===== config.mk =====
export PLATFORM = sky130hd
export DESIGN_NAME = tsmap_port_arbiter
export DESIGN_NICKNAME = d
export VERILOG_FILES = /design/src/rtl/tsmap_port_arbiter_pkg.sv /design/src/rtl/tsmap_resp_pipe.sv /design/src/rtl/tsmap_port_arbiter.sv
export SDC_FILE = /design/constraint.sdc
export NUM_CORES = 1
export LEC_CHECK = 0
export BUFFER_PORTS_ARGS = -buffer_cell sky130_fd_sc_hd__buf_4
export CORE_AREA = 2 2 107 109
export CTS_CLUSTER_DIAMETER = 50
export DETAILED_ROUTE_END_ITERATION = 7
export DIE_AREA = 0 0 109 111
export HOLD_SLACK_MARGIN = 0.03
export PLACE_DENSITY_LB_ADDON = 0.1
export SLEW_MARGIN = 10
export SYNTH_ARGS = -nofsm -noshare
export SYNTH_HDL_FRONTEND = slang
export SYNTH_SLANG_ARGS = --single-unit

===== constraint.sdc =====
create_clock -name clk_i -period 1.83 [get_ports clk_i]
set_input_delay 0.183 -clock clk_i [delete_from_list [all_inputs] [get_ports clk_i]]
set_output_delay 0.183 -clock clk_i [all_outputs]
set_load 0.01 [all_outputs]

===== src/rtl/tsmap_port_arbiter_pkg.sv =====
// Shared types for the TS map port arbiter: request sources, response tags,
// round-robin pointer encoding and the common address/data widths.
package tsmap_port_arbiter_pkg;

  localparam int TsmapAddrW = 16;
  localparam int TsmapDataW = 32;

  typedef enum logic [1:0] {
    SRC_CORE = 2'd0,
    SRC_RVK  = 2'd1,
    SRC_SW   = 2'd2
  } tsmap_src_e;

  typedef enum logic {
    RR_RVK = 1'b0,
    RR_SW  = 1'b1
  } tsmap_rr_e;

  typedef struct packed {
    logic       valid;
    tsmap_src_e src;
    logic       err;
    logic       is_write;
  } tsmap_tag_t;

  function automatic logic tsmap_in_range(input logic [TsmapAddrW-1:0] addr,
                                          input int unsigned           size);
    return 32'(addr) < size;
  endfunction

endpackage


===== src/rtl/tsmap_resp_pipe.sv =====
// Tag/data return pipeline: one stage aligned with the RAM read latency,
// plus an optional output register stage.
module tsmap_resp_pipe
  import tsmap_port_arbiter_pkg::*;
#(
  parameter bit OutReg = 1'b0
) (
  input  logic                  clk_i,
  input  logic                  rst_i,
  input  tsmap_tag_t            tag_i,
  input  logic [TsmapDataW-1:0] ram_rdata_i,
  output tsmap_tag_t            tag_o,
  output logic [TsmapDataW-1:0] rdata_o
);

  tsmap_tag_t            tag1_q;
  logic [TsmapDataW-1:0] data1;
  tsmap_tag_t            tagStage;
  logic [TsmapDataW-1:0] dataStage;

  always_ff @(posedge clk_i) begin
    if (rst_i) begin
      tag1_q <= '0;
    end else begin
      tag1_q <= tag_i;
    end
  end

  // RAM data only belongs to an in-range read; everything else returns zero.
  assign data1 = (tag1_q.valid && !tag1_q.err && !tag1_q.is_write) ? ram_rdata_i : '0;

  generate
    if (OutReg) begin : g_out_reg
      tsmap_tag_t            tag2_q;
      logic [TsmapDataW-1:0] data2_q;

      always_ff @(posedge clk_i) begin
        if (rst_i) begin
          tag2_q  <= '0;
          data2_q <= '0;
        end else begin
          tag2_q  <= tag1_q;
          data2_q <= data1;
        end
      end

      assign tagStage  = tag2_q;
      assign dataStage = data2_q;
    end else begin : g_no_reg
      assign tagStage  = tag1_q;
      assign dataStage = data1;
    end
  endgenerate

  // Responses are suppressed while reset is held so in-flight accesses vanish.
  always_comb begin
    tag_o   = tagStage;
    rdata_o = dataStage;
    if (rst_i) begin
      tag_o   = '0;
      rdata_o = '0;
    end
  end

endmodule


===== src/rtl/tsmap_port_arbiter.sv =====
// Shares the single-port TS map SRAM between the core load filter, the
// revocation engine and a software maintenance port.
module tsmap_port_arbiter
  import tsmap_port_arbiter_pkg::*;
#(
  parameter int unsigned TSMapSize   = 1024,
  parameter bit          OutReg      = 1'b0,
  parameter int unsigned StarveLimit = 16
) (
  input  logic                  clk_i,
  input  logic                  rst_i,

  input  logic                  core_cs_i,
  input  logic [TsmapAddrW-1:0] core_addr_i,
  output logic                  core_rvalid_o,
  output logic [TsmapDataW-1:0] core_rdata_o,

  input  logic                  rvk_req_i,
  input  logic [TsmapAddrW-1:0] rvk_addr_i,
  output logic                  rvk_gnt_o,
  output logic                  rvk_rvalid_o,
  output logic [TsmapDataW-1:0] rvk_rdata_o,
  output logic                  rvk_err_o,

  input  logic                  sw_req_i,
  input  logic                  sw_we_i,
  input  logic [3:0]            sw_be_i,
  input  logic [TsmapAddrW-1:0] sw_addr_i,
  input  logic [TsmapDataW-1:0] sw_wdata_i,
  output logic                  sw_gnt_o,
  output logic                  sw_rvalid_o,
  output logic [TsmapDataW-1:0] sw_rdata_o,
  output logic                  sw_err_o,

  output logic                  tsmap_cs_o,
  output logic                  tsmap_we_o,
  output logic [3:0]            tsmap_be_o,
  output logic [TsmapAddrW-1:0] tsmap_addr_o,
  output logic [TsmapDataW-1:0] tsmap_wdata_o,
  input  logic [TsmapDataW-1:0] tsmap_rdata_i,

  output logic                  starve_o
);

  localparam logic [7:0] StarveLim = 8'(StarveLimit);

  tsmap_rr_e             rrPtr_q, rrPtr_d;
  logic [7:0]            rvkCnt_q, rvkCnt_d;
  logic [7:0]            swCnt_q, swCnt_d;
  logic                  starve_q, starve_d;

  logic                  coreGnt, rvkGnt, swGnt, secFree;
  logic                  anyGnt, selWe, selInRange, issue;
  logic [3:0]            selBe;
  logic [TsmapAddrW-1:0] selAddr;
  logic [TsmapDataW-1:0] selWdata;
  tsmap_src_e            selSrc;
  tsmap_tag_t            reqTag, respTag;
  logic [TsmapDataW-1:0] respData;
  logic                  coreSel, rvkSel, swSel;

  // Core always wins; the secondaries share the remaining cycles round-robin.
  assign coreGnt = core_cs_i && !rst_i;
  assign secFree = !rst_i && !core_cs_i;
  assign rvkGnt  = secFree && rvk_req_i && (!sw_req_i || (rrPtr_q == RR_RVK));
  assign swGnt   = secFree && sw_req_i && (!rvk_req_i || (rrPtr_q == RR_SW));

  assign rvk_gnt_o = rvkGnt;
  assign sw_gnt_o  = swGnt;

  always_comb begin
    rrPtr_d = rrPtr_q;
    if (rvkGnt) begin
      rrPtr_d = RR_SW;
    end else if (swGnt) begin
      rrPtr_d = RR_RVK;
    end
  end

  always_ff @(posedge clk_i) begin
    if (rst_i) begin
      rrPtr_q <= RR_RVK;
    end else begin
      rrPtr_q <= rrPtr_d;
    end
  end

  always_comb begin
    anyGnt   = 1'b0;
    selWe    = 1'b0;
    selBe    = '0;
    selAddr  = '0;
    selWdata = '0;
    selSrc   = SRC_CORE;
    if (coreGnt) begin
      anyGnt  = 1'b1;
      selBe   = 4'hF;
      selAddr = core_addr_i;
      selSrc  = SRC_CORE;
    end else if (rvkGnt) begin
      anyGnt  = 1'b1;
      selBe   = 4'hF;
      selAddr = rvk_addr_i;
      selSrc  = SRC_RVK;
    end else if (swGnt) begin
      anyGnt   = 1'b1;
      selWe    = sw_we_i;
      selBe    = sw_be_i;
      selAddr  = sw_addr_i;
      selWdata = sw_wdata_i;
      selSrc   = SRC_SW;
    end
  end

  // Out-of-range accesses are granted but never reach the RAM.
  assign selInRange = tsmap_in_range(selAddr, TSMapSize);
  assign issue      = anyGnt && selInRange;

  assign tsmap_cs_o    = issue;
  assign tsmap_we_o    = issue && selWe;
  assign tsmap_be_o    = issue ? selBe : '0;
  assign tsmap_addr_o  = issue ? selAddr : '0;
  assign tsmap_wdata_o = issue ? selWdata : '0;

  always_comb begin
    reqTag          = '0;
    reqTag.valid    = anyGnt;
    reqTag.src      = selSrc;
    reqTag.err      = anyGnt && !selInRange;
    reqTag.is_write = anyGnt && selWe;
  end

  tsmap_resp_pipe #(
    .OutReg(OutReg)
  ) u_resp_pipe (
    .clk_i      (clk_i),
    .rst_i      (rst_i),
    .tag_i      (reqTag),
    .ram_rdata_i(tsmap_rdata_i),
    .tag_o      (respTag),
    .rdata_o    (respData)
  );

  assign coreSel = respTag.valid && (respTag.src == SRC_CORE);
  assign rvkSel  = respTag.valid && (respTag.src == SRC_RVK);
  assign swSel   = respTag.valid && (respTag.src == SRC_SW);

  assign core_rvalid_o = coreSel;
  assign core_rdata_o  = coreSel ? respData : '0;
  assign rvk_rvalid_o  = rvkSel;
  assign rvk_rdata_o   = rvkSel ? respData : '0;
  assign rvk_err_o     = rvkSel && respTag.err;
  assign sw_rvalid_o   = swSel;
  assign sw_rdata_o    = (swSel && !respTag.is_write) ? respData : '0;
  assign sw_err_o      = swSel && respTag.err;

  // Denied-cycle counters saturate; the flag latches until reset.
  always_comb begin
    rvkCnt_d = '0;
    swCnt_d  = '0;
    if (rvk_req_i && !rvkGnt) begin
      rvkCnt_d = (rvkCnt_q == 8'hFF) ? rvkCnt_q : rvkCnt_q + 8'd1;
    end
    if (sw_req_i && !swGnt) begin
      swCnt_d = (swCnt_q == 8'hFF) ? swCnt_q : swCnt_q + 8'd1;
    end
    starve_d = starve_q || (rvkCnt_d >= StarveLim) || (swCnt_d >= StarveLim);
  end

  always_ff @(posedge clk_i) begin
    if (rst_i) begin
      rvkCnt_q <= '0;
      swCnt_q  <= '0;
      starve_q <= 1'b0;
    end else begin
      rvkCnt_q <= rvkCnt_d;
      swCnt_q  <= swCnt_d;
      starve_q <= starve_d;
    end
  end

  assign starve_o = starve_q;

endmodule


==> qor.tcl <==
set qor(sort_of_element_at_the_start_of_the_critical_path) {flop}
set qor(post_synth_instance_area_mm2) 0.00221
set qor(unrepaired_setup_endpoints_after_global_routing) {true}
set qor(cts_tree) {built}
set qor(synth_seq_cells) 23
set qor(overflow) 0
set qor(core_mm2) 0.0111
set qor(multi_input_comb_area_mm2) 0.00179
set qor(grt_first_pass_wirelength_mm) 17.5
set qor(seq_area_frac_synth_pct) 20.8
set qor(pin_count) 280
set qor(finalWorstPathRequiredPeriod_ps) 1910
set qor(arrival_ps) 1730
set qor(report.final.hold_viol_count) 0
set qor(yosys_most_used_dff) {dfxtp_1}
set qor(worst-slew-pin-transition_ps) 623
set qor(gr-usage-all-layers_pct) 18.5
set qor(finalCritPeriodShare_pct) 104
set qor(final-max-slew-violation-count) 0
set qor(final_common_cell) {buf_4}
set qor(setup_slack_ps) -80.5
set qor(final_cells) 780
set qor(relSlewSlack_pct) 58.3
set qor(layout_skew_ps) 2.44
set qor(routed_via_density) 4.62
set qor(finish.net_count) 762
set qor(max_clock_freq_ghz) 0.523
set qor(hold_path_class) {input port to flop}
set qor(setup_viol) 14
set qor(netlist-cell-type-count) 48
set qor(via_count_of_the_first_global_routing_pass) 3272
set qor(overall_die_width_um) 109
set qor(post_synth_edffs) 0
set qor(clkSlewWorstSetupHoldPaths_ps) 60
set qor(initial_utilization_pct) 20.0
set qor(clock_path_buffers) 2
set qor(worstPathMaxFanout) 6
set qor(synthesis.instances) 361
set qor(layout.cells.most_common_list) {buf_4 (279), nor2_1 (118), nand2_1 (41)}
set qor(diodes) 0
set qor(port_buffers) 273
set qor(detailedRoute.firstPassIterationCount) 5
set qor(grt_antenna_before_repair) 0
set qor(fp.dieArea_mm2) 0.0121
set qor(row_count) 39
set qor(clk-insertion-delay-late_ps) 250
set qor(cts-buffers-inserted) 3
set qor(number_of_synthesis_warnings) 0
set qor(max_cap_viol_count) 0
set qor(timing.hold.worst_path_depth) 2
set qor(dpl.hpwl_mm) 9.82
set qor(static-leakage-power_nw) 2.34
set qor(flow.area_growth_from_synthesis_pct) 119
set qor(setup_tns_ps) -539
set qor(power_density_of_the_placed_cells_mw_per_mm2) 328
set qor(length_in_cells_of_the_worst_reg_to_reg_path) 4
set qor(dpl.cell_count) 767
set qor(critical_path_required_ps) 1650
set qor(pre_cts_ws_ps) 49.1
set qor(cts-root-buf) {clkbuf_16}
set qor(final-seq-area_um2) 464
set qor(ant_nets) 0
set qor(run_status) {finished with violations}
set qor(worstSetupEndpointType) {output pin}
set qor(synth-async-reset-ratio_pct) 0
set qor(wl_per_cell_um) 16.3
set qor(cts.sink_count) 23
set qor(routed_wl_mm) 12.7
set qor(gp_routability_congestion) 0.884
set qor(violations) {negative setup slack}
set qor(p_total_mw) 1.59
set qor(route.vias.total) 3602
set qor(drc_errors) 0
set qor(grt_start_max_net_pins) 34
set qor(drt-initial-drc-count) 237
set qor(nFillCells) 1142
set qor(chipHeight_um) 111
set qor(htree_levels) 1
set qor(irDropWorstVdd_mv) 0.309
set qor(avgSynthCellArea_um2) 6.13
set qor(path_class) {flop to output pin}
set qor(post_route_cells_drive_above_1_share_pct) 51.8
-- sequential cells by signal (all words and copies together), names as in the netlist --
register	flops
u_resp_pipe.tag1_q	5
rvkCnt_q	8
rrPtr_q	1
swCnt_q	8
starve_o	1
-- cell families (layout without fill, tap and decap cells) --
| family | count (synthesis) | in the layout | synth area share (%) |
|---|---|---|---|
| AOI/OAI and AO/OA | 39 | 40 | 14.4 |
| xor gates and xnor gates | 4 | 4 | 1.58 |
| adders and majority gates | 2 | 2 | 1.13 |
| buffers and inverters | 39 | 309 | 8.37 |
| DFF | 23 | 23 | 20.8 |
| muxes | 3 | 3 | 1.36 |
| other | 1 | 6 | 0.170 |
| and+or+nand+nor | 250 | 250 | 52.1 |
-- cell type report --
cell class	count	area share (%)
Timing Repair Buffer	293	47.1
Clock buffer	4	1.63
Inverter	12	0.983
Multi-Input combinational cell	305	37.0
Tap cell	143	3.70
Sequential cell	23	9.60
-- worst paths after layout --
path | start | end | slack (ps)
worst max-delay path | rrPtr_q | tsmap_addr_o[5] | -80
worst min-delay path | sw_we_i | u_resp_pipe.tag1_q[0] | 170
worst max register to register | rvkCnt_q[5] | starve_o | 210
worst min register to register | rvkCnt_q[1] | rvkCnt_q[1] | 500
-- power by group --
part	internal, mW	switching, mW
Sequential	0.512	0.0104
Combinational	0.315	0.283
Clock	0.297	0.168
Total	1.12	0.462
-- timing repair --
action | in CTS | in global routing
pin swaps | 6 | 15
endpoints found under the setup margin | 47 | 68
hold buffers | 0 | 0
cloned | 1 | 3
setup buffers | 0 | 5
gates resized for setup | 9 | 46
-- synth_stat cells (2+ instances only) --
library cell    n  area [um^2]
a211oi_1        3         22.5
a21oi_1         5         25.0
a222oi_1       10          100
a31oi_1         5         31.3
and2_1         35          219
and3_1          4         25.0
buf_1           6         22.5
buf_2           4         20.0
buf_4           6         45.0
clkbuf_1        7         26.3
clkbuf_2        3         15.0
dfxtp_1        23          460
ha_1            2         25.0
inv_1          11         41.3
mux2i_1         3         30.0
nand2_1        41          154
nand2b_1        3         18.8
nand3_1        10         50.1
nand4_1         2         12.5
nor2_1        118          443
nor3_1         20          100
nor3b_1         2         15.0
nor4_1          3         18.8
o211ai_1        4         30.0
o21a_1          2         15.0
o21bai_1        2         15.0
or2_2           2         12.5
or3b_1          2         17.5
or4_1           2         15.0
xnor2_1         2         17.5
xor2_1          2         17.5
-- critical path, stage by stage (launching register included) --
cell	delay, ps
dfxtp_4	370
a21bo_4	160
nor3_4	60
buf_6	140
a222oi_1	540
nor3_4	60
buf_6	140
-- stage by stage --
step / utilization, % / hold slack [ps] / instance area, um^2
after floorplan: - / 262 / 2230
after global placement: 40.0 / 430 / 4430
after detailed placement: 40.0 / 439 / 4430
after CTS: 41.2 / 180 / 4560
after global routing: 43.7 / 178 / 4840
final: 43.7 / 171 / 4840
-- metal layers --
layer  vias up  global-route usage (%)  wire [um]
li1       1761                       -          -
met1      1639                    18.7       4470
met2       192                    37.3       7090
met3        10                    3.23        986
met4         0                    4.44        180
met5         -                       0          0
No activity file was read; power rests on OpenSTA's default activity.
